[src/rtl/dice_scorer.sv]
// dice_scorer: roll capture, turn lockout and saturating scores for a two-player dice game.
// Optional DICE_ONE_RESET_EN: an accepted face 1 zeroes the active player's score.
module dice_scorer #(
    parameter int TARGET = 30
) (
    input  logic       clk,
    input  logic       reset,
    input  logic [1:0] state,
    input  logic       roll_n,
    output logic [2:0] die,
    output logic [6:0] p1_score,
    output logic [6:0] p2_score,
    output logic       roll_valid,
    output logic       has_won,
    output logic [1:0] winner
);
    localparam logic [7:0] TGT = 8'(TARGET);
    logic [2:0] face_q, face_d, die_q, die_d;
    logic [6:0] p1_q, p1_d, p2_q, p2_d, new_score;
    logic [7:0] sum;
    logic       roll_q, valid_q, valid_d, won_q, won_d, lock_q, lock_d;
    logic [1:0] winner_q, winner_d, lock_st_q, lock_st_d;
    logic       playing, locked, accept;
    always_comb begin
        playing = state == 2'b01 || state == 2'b10;
        // lockout lapses as soon as the state moves away from the rolling turn
        locked = lock_q && state == lock_st_q;
        accept = roll_q && !roll_n && playing && !won_q && !locked;
        face_d = face_q == 3'd6 ? 3'd1 : face_q + 3'd1;
        sum = {1'b0, state == 2'b01 ? p1_q : p2_q} + {5'b0, face_q};
`ifdef DICE_ONE_RESET_EN
        new_score = face_q == 3'd1 ? 7'd0 : sum >= TGT ? TGT[6:0] : sum[6:0];
`else
        new_score = sum >= TGT ? TGT[6:0] : sum[6:0];
`endif
        die_d = die_q;
        p1_d = p1_q;
        p2_d = p2_q;
        won_d = won_q;
        winner_d = winner_q;
        lock_d = locked;
        lock_st_d = lock_st_q;
        valid_d = accept;
        if (state == 2'b00) begin
            die_d = 3'd0;
            p1_d = 7'd0;
            p2_d = 7'd0;
            won_d = 1'b0;
            winner_d = 2'b00;
            lock_d = 1'b0;
        end else if (accept) begin
            die_d = face_q;
            p1_d = state == 2'b01 ? new_score : p1_q;
            p2_d = state == 2'b10 ? new_score : p2_q;
            won_d = new_score == TGT[6:0];
            winner_d = new_score == TGT[6:0] ? state : 2'b00;
            lock_d = 1'b1;
            lock_st_d = state;
        end
    end
    always_ff @(posedge clk) begin
        if (reset) begin
            face_q <= 3'd1;
            roll_q <= 1'b1;
            die_q <= 3'd0;
            p1_q <= 7'd0;
            p2_q <= 7'd0;
            valid_q <= 1'b0;
            won_q <= 1'b0;
            winner_q <= 2'b00;
            lock_q <= 1'b0;
            lock_st_q <= 2'b00;
        end else begin
            face_q <= face_d;
            roll_q <= roll_n;
            die_q <= die_d;
            p1_q <= p1_d;
            p2_q <= p2_d;
            valid_q <= valid_d;
            won_q <= won_d;
            winner_q <= winner_d;
            lock_q <= lock_d;
            lock_st_q <= lock_st_d;
        end
    end
    assign die = die_q;
    assign p1_score = p1_q;
    assign p2_score = p2_q;
    assign roll_valid = valid_q;
    assign has_won = won_q;
    assign winner = winner_q;
endmodule

[config.mk]
export PLATFORM = sky130hd
export DESIGN_NAME = dice_scorer
export DESIGN_NICKNAME = d
export VERILOG_FILES = /design/src/rtl/dice_scorer.sv
export SDC_FILE = /design/constraint.sdc
export NUM_CORES = 1
export LEC_CHECK = 0
export ABC_AREA = 0
export BUFFER_PORTS_ARGS = -buffer_cell sky130_fd_sc_hd__buf_2
export CAP_MARGIN = 20
export CORE_UTILIZATION = 35
export DETAILED_ROUTE_END_ITERATION = 16
export PLACE_DENSITY = 0.65
export SYNTH_ARGS = -nofsm -noshare
export SYNTH_HDL_FRONTEND = slang
export SYNTH_SLANG_ARGS = --single-unit
[constraint.sdc]
create_clock -name clk -period 5 [get_ports clk]
set_input_delay 0 -clock clk [delete_from_list [all_inputs] [get_ports clk]]
set_output_delay 0 -clock clk [all_outputs]
set_load 0.01 [all_outputs]
==> results by group, run 1 <==
Layout
  • Ant diodes: 0
  • Proportion of layout cells with a drive suffix above 1: 25.1%
  • Post-layout util: 43.5%
  • Final Cell Area: 0.00165 mm²
  • Area Growth Syn to Fin: 15.7%
  • Non-filler cells, final: 223
  • Commonest non-fill, non-tap cell in the layout: dfxtp_1
  • Most frequent cells in the layout: dfxtp_1 (28), buf_2 (25), nor2_1 (17)
  • Post-layout net count: 191

Pwr
  • Pwr Density: 252 mW/mm²
  • Lkg Pwr: 0.715 nW
  • Total power: 0.417 mW
  • Max IR drop VDD: 0.101 mV

Worst setup path
  • CP delay by family, top: adder cells
  • CP Max Fanout: 11
  • Kind of capture point of the worst setup path: flop
  • Slowest library cell on the worst path: mux2i_2
  • Critical path required time: 5.20 ns
  • CP Buf/Inv Count: 3
  • Startpoint Class: input pin
  • Reg2reg path depth: 9
  • Critical path data arrival time: 2.83 ns
  • Cell Chain, Critical Path: buf_2 > inv_1 > ha_1 > mux2_2 > ha_1 > inv_1 > fa_1 > nor2b_1 > nor4_1 > mux2i_2 > nor2_1 > a211oi_2
  • Max incr delay on CP: 0.52 ns
  • Setup Crit Path Kind: in -> reg
  • Stages on worst setup path: 12

Drt
  • WL/cell: 13.0 µm
  • WL final: 2910 µm
  • Routed via count: 1137
  • Iteration-0 DRC Markers: 73
  • ANT nets after route: 0
  • Via density: 5.10
  • Pre-antenna DRT Iters: 4
  • DRC viols: 0

Clock network
  • Num CTS Buffers: 3
  • Clock Latency Late Sink: 0.27 ns
  • CTS tree: built
  • Root Buffer: clkbuf_8
  • Level count of the clock H-tree: 1
  • Worst-path clk slew: 0.09 ns
  • Deepest clock path buffer count: 2
  • Clock Sinks: 28

Timing
  • Max Fclk: 380 MHz
  • RSZ-0062 raised after global routing: no
  • Final Setup Violations: 0
  • Rel. slew slack: 43.8%
  • Max-slew violations: 0
  • Worst setup margin: 2.37 ns
  • Final hold violation count: 0
  • Skew final: 0.00140 ns
  • Post-route setup TNS: 0 ns
  • Final Cycle Share: 52.7%
  • Worst Tran Pin Value: 0.843 ns
  • Tmin final: 2.63 ns
  • Worst Hold Margin: 0.0231 ns

Placed design
  • Dpl ws: 2.09 ns
  • Placed Area: 0.00158 mm²
  • DP HPWL: 2140 µm
  • Placed Cells: 217
  • Port buffer count: 25
  • Gpl congestion: 0.792

Global route
  • First-pass GRT wire length: 5010 µm
  • Initial antenna violation count: 0
  • Global Route Usage Sum: 15.2%
  • Global route overflow: 0
  • Largest net degree at the start of global routing: 15
  • Vias in the first global route: 1093

Synth
  • Post-synth EDFFs: 0
  • Post-Synthesis Cell Area: 0.00143 mm²
  • Post-synthesis net count: 164
  • Largest family of logic cells by synthesized area: compound AO/OA/AOI/OAI gates
  • Post-synth ARST share: 0%
  • Top FF cell, synth: dfxtp_1
  • Cells after Synth: 150
  • Post-synthesis sequential area ratio: 39.3%
  • Compound-Gate Fraction of Synth Area: 17.9%
  • Post-Synth Simple-Gate Area: 17.9%
  • Count of cell types in the netlist: 38
  • Syn. warnings: 0
  • Synth Area per Inst: 9.52 µm²
  • Mux contribution to synthesized area: 9.38%
  • Synthesized-area fraction occupied by adder cells: 8.41%
  • Xor/xnor share of the synthesized area: 3.07%
  • #FFs+latches synth: 28

Die
  • Starting Density: 37.6%
  • Row count: 22
  • Die Span X: 65.9 µm
  • Die Span Y: 65.9 µm
  • Core area: 0.00380 mm²
  • Top Ports: 26
  • Die area: 0.00434 mm²

Min path
  • Hold Path Cell Cnt: 3
  • Hold crit path type: in -> reg

Run status
  • Status: completed

Run
  • MaxCap Viol Count: 0
[final timing paths]
kind | start | endpoint | slack [ns]
setup / recovery | state[1] | p2_score[3] | 2.37
hold / removal | state[0] | lock_st_q[0] | 0.02
setup reg to reg | p2_score[0] | p2_score[3] | 2.52
hold reg to reg | face_q[0] | face_q[0] | 0.46
[worst min-delay path, delay by kind of cell]
kind,cells,cell delay (ns)
buffers and inverters,1,0.14
AND/OR/NAND/NOR,1,0.06
AO/OA/AOI/OAI,1,0.05
[synth_stat cells (3+ instances only)]
| cell | count | share of area (%) |
|---|---|---|
| a211oi_1 | 5 | 2.6 |
| a21oi_1 | 8 | 2.8 |
| and2_1 | 4 | 1.8 |
| and3_1 | 4 | 1.8 |
| clkbuf_1 | 3 | 0.79 |
| dfxtp_1 | 28 | 39 |
| ha_1 | 8 | 7.0 |
| inv_1 | 7 | 1.8 |
| mux2_2 | 5 | 3.9 |
| mux2i_1 | 5 | 3.5 |
| nand2_1 | 6 | 1.6 |
| nand3_1 | 5 | 1.8 |
| nor2_1 | 17 | 4.5 |
| nor2b_1 | 3 | 1.3 |
| nor3_1 | 4 | 1.4 |
| o21ai_0 | 7 | 2.5 |
| xnor2_1 | 4 | 2.5 |
[routing by layer]
layer,share of wire [%],GRT usage [%],vias to the layer above
met5,0,0,-
met4,2.0,7.34,0
met2,46,24.5,20
met3,2.5,1.90,5
li1,-,-,587
met1,49,19.7,525
[flip-flops by register name, indices dropped and copies added, names as in the netlist]
name        count
roll_valid      1
has_won         1
lock_st_q       2
p2_score        7
face_q          3
winner          2
p1_score        7
lock_q          1
die             3
roll_q          1
[power by group]
group	total (mW)	switching, mW	internal, mW	leakage, nW
combinational	0.0569	0.0335	0.0233	0.466
clock	0.123	0.0684	0.0542	0.0216
sequential	0.237	0.00684	0.230	0.227
[cell type report]
class                      instances  area (µm²)
timing repair buffer              28         155
fill                             409        2150
tap                               48        60.1
clock buffer                       3        41.3
sequential                        28         561
inverter                           7        26.3
multi-input combinational        109         808
[repair_timing]
item	CTS	global route
resized for setup	0	0
setup buffers	0	0
hold buffers	3	0
hold endpoints to repair	5	0
[cell families (layout without fill, tap and decap cells)]
family | after synthesis | in the layout
compound gates | 33 | 33
xor+xnor | 5 | 5
fa+ha+maj | 9 | 9
buf+inv | 13 | 38
flops | 28 | 28
mux | 12 | 12
simple gates | 50 | 50
No activity file was read; power rests on OpenSTA's default activity.
==> run 2: changes to the inputs <==
==> constraint.sdc (replaced) <==
create_clock -name clk -period 2.6 [get_ports clk]
set_input_delay 0 -clock clk [delete_from_list [all_inputs] [get_ports clk]]
set_output_delay 0 -clock clk [all_outputs]
set_load 0.01 [all_outputs]
==> run 2 against run 1 <==
Final area rose by 1.8%. Clock skew rose by 0.0015 ns. Die area did not move. Via count rose by 1.1%. Sequential share of layout area fell by 0.61 points. Largest power group unchanged.
==> results by group, run 2 (synthesized netlist as in run 1, its figures left out) <==
Timing
  • Final Setup Violations: 0 (unchanged)
  • Final Cycle Share: 91.6%
  • Rel. slew slack: 42.0% (was 43.8%)
  • Tmin final: 2.38 ns
  • Skew final: 0.00287 ns (was 0.00140 ns)
  • Worst Hold Margin: 0.00684 ns (was 0.0231 ns)
  • Post-route setup TNS: 0 ns (unchanged)
  • Worst setup margin: 0.217 ns (was 2.37 ns)
  • RSZ-0062 raised after global routing: no (unchanged)
  • Max Fclk: 420 MHz
  • Final hold violation count: 0 (unchanged)
  • Max-slew violations: 0 (unchanged)
  • Worst Tran Pin Value: 0.870 ns (was 0.843 ns)

Layout
  • Post-layout net count: 195 (was 191)
  • Ant diodes: 0 (unchanged)
  • Area Growth Syn to Fin: 17.8% (was 15.7%)
  • Most frequent cells in the layout: dfxtp_1 (28), buf_2 (25), nor2_1 (17) (unchanged)
  • Proportion of layout cells with a drive suffix above 1: 26.8% (was 25.1%)
  • Final Cell Area: 0.00168 mm² (was 0.00165 mm²)
  • Multi-input gate area: 808 µm² (unchanged)
  • FF/Latch Area: 561 µm² (unchanged)
  • Fillers: 372 (was 409)
  • Commonest non-fill, non-tap cell in the layout: dfxtp_1 (unchanged)

Worst setup path
  • Reg-to-reg critical path startpoint: p2_score[0] (unchanged)
  • Reg2reg path depth: 9 (unchanged)
  • Kind of capture point of the worst setup path: flop (unchanged)
  • Max incr delay on CP: 0.41 ns (was 0.52 ns)
  • R2R Setup Slk: 0.22 ns (was 2.52 ns)
  • Critical path required time: 2.78 ns (was 5.20 ns)
  • Cell Chain, Critical Path: mux2_2 > ha_1 > inv_1 > fa_1 > nor2b_1 > nor3_1 > o211a_1 > o21a_1 > o41ai_2 (was buf_2 > inv_1 > ha_1 > mux2_2 > ha_1 > inv_1 > fa_1 > nor2b_1 > nor4_1 > mux2i_2 > nor2_1 > a211oi_2)
  • Startpoint Class: flop (was input pin)
  • Setup Crit Path Kind: reg -> reg (was in -> reg)
  • Critical path data arrival time: 2.57 ns (was 2.83 ns)
  • Worst R2R End: p2_score[0] (was p2_score[3])
  • Slowest library cell on the worst path: fa_1 (was mux2i_2)
  • CP Max Fanout: 4 (was 11)

Pwr
  • Max IR drop VDD: 0.187 mV (was 0.101 mV)
  • Pwr Density: 479 mW/mm² (was 252 mW/mm²)
  • Lkg Pwr: 0.736 nW (was 0.715 nW)
  • Total power: 0.806 mW (was 0.417 mW)

Die
  • Core area: 0.00380 mm² (unchanged)
  • Starting Density: 37.6% (unchanged)
  • Die Span Y: 65.9 µm (unchanged)
  • Row count: 22 (unchanged)
  • Die area: 0.00434 mm² (unchanged)
  • Die Span X: 65.9 µm (unchanged)
  • Top Ports: 26 (unchanged)

Run
  • MaxCap Viol Count: 0 (unchanged)

Run status
  • Status: completed (unchanged)

Clock network
  • Num CTS Buffers: 3 (unchanged)
  • Root Buffer: clkbuf_8 (unchanged)
  • CTS tree: built (unchanged)
  • Clock Sinks: 28 (unchanged)
  • Level count of the clock H-tree: 1 (unchanged)
  • Post-CTS Setup Inserts: 0 (unchanged)
  • Clock Latency Late Sink: 0.27 ns (about the same)
  • Worst-path clk slew: 0.09 ns (about the same)
  • Cells resized by post-CTS repair: 0 (unchanged)
  • Deepest clock path buffer count: 2 (unchanged)

Placed design
  • Port buffer count: 25 (unchanged)
  • Dpl ws: 0.0284 ns (was 2.09 ns)
  • DP HPWL: 2190 µm (was 2140 µm)
  • Gpl congestion: 0.778 (was 0.792)
  • Placed Area: 0.00161 mm² (was 0.00158 mm²)

Drt
  • WL final: 2870 µm (was 2910 µm)
  • Routed via count: 1149 (was 1137)
  • DRC viols: 0 (unchanged)
  • ANT nets after route: 0 (unchanged)
  • Via density: 5.06 (was 5.10)
  • WL/cell: 12.6 µm (was 13.0 µm)
  • Iteration-0 DRC Markers: 51 (was 73)
  • Pre-antenna DRT Iters: 4 (unchanged)

Global route
  • First-pass GRT wire length: 5110 µm (was 5010 µm)
  • Vias in the first global route: 1122 (was 1093)
  • Global route overflow: 0 (unchanged)
  • Largest net degree at the start of global routing: 15 (unchanged)
  • Initial antenna violation count: 0 (unchanged)
  • Global Route Usage Sum: 15.3% (was 15.2%)

Min path
  • Hold crit path type: in -> reg (unchanged)
  • Hold Path Cell Cnt: 3 (unchanged)
  • Worst hold start: state[0] (unchanged)
  • Hold endpoint: lock_st_q[0] (unchanged)
[run 2: changes by cell type in the layout (fill, tap and decap cells not counted)]
cell,before,now
buf_4,0,4
[run 2: final cells by class]
cell class / instances / share of cell area (%)
Timing Repair Buffer: 32 / 11.0
Multi-Input combinational cell: 109 / 48.1
Sequential cell: 28 / 33.3
Clock buffer: 3 / 2.46
Tap cell: 48 / 3.57
Inverter: 7 / 1.56
[run 2: per-layer routing]
layer / global-route usage (%) / share of wire (%)
met1: 20.3 / 50
met2: 24.6 / 46
met3: 1.55 / 1.7
met4: 7.34 / 2.3
met5: 0 / 0
[run 2: where the power goes]
group          switching [mW]  internal [mW]  total (mW)
registers              0.0129          0.443       0.456
clock network           0.133          0.104       0.237
logic                  0.0657         0.0478       0.114
total                   0.211          0.595       0.806
[run 2: per-stage QoR]
| stage | cells | utilization (%) |
|---|---|---|
| final | 227 | 44.3 |
| after global routing | 227 | 44.3 |
| after CTS | 227 | 44.3 |
| after detailed placement | 221 | 42.4 |
| after global placement | 221 | 42.4 |
| after floorplan | 150 | - |
[run 2: worst max path at each step]
stage	startpoint	to	cells after the start	slack, ns
after floorplan	state[1]	p2_score[0]	12	0.36
after global placement	state[1]	winner[1]	12	0.07
after detailed placement	state[1]	has_won	12	0.03
after CTS	p2_score[0]	p2_score[0]	9	0.21
after global routing	p2_score[0]	has_won	9	0.07
final	p2_score[0]	p2_score[0]	9	0.22
[run 2: what timing repair did]
| item | CTS | global route |
|---|---|---|
| hold endpoints to repair | 5 | 0 |
| setup endpoints to repair | 0 | 0 |
| hold buffers | 3 | 0 |
[run 2: worst max-delay path: cells and delay by family (launching register included)]
kind	cells	cell delay, ns
AOI/OAI and AO/OA	3	0.73
adders and majority gates	2	0.57
buffers and inverters	1	0.05
DFF	1	0.38
muxes	1	0.17
and+or+nand+nor	2	0.38
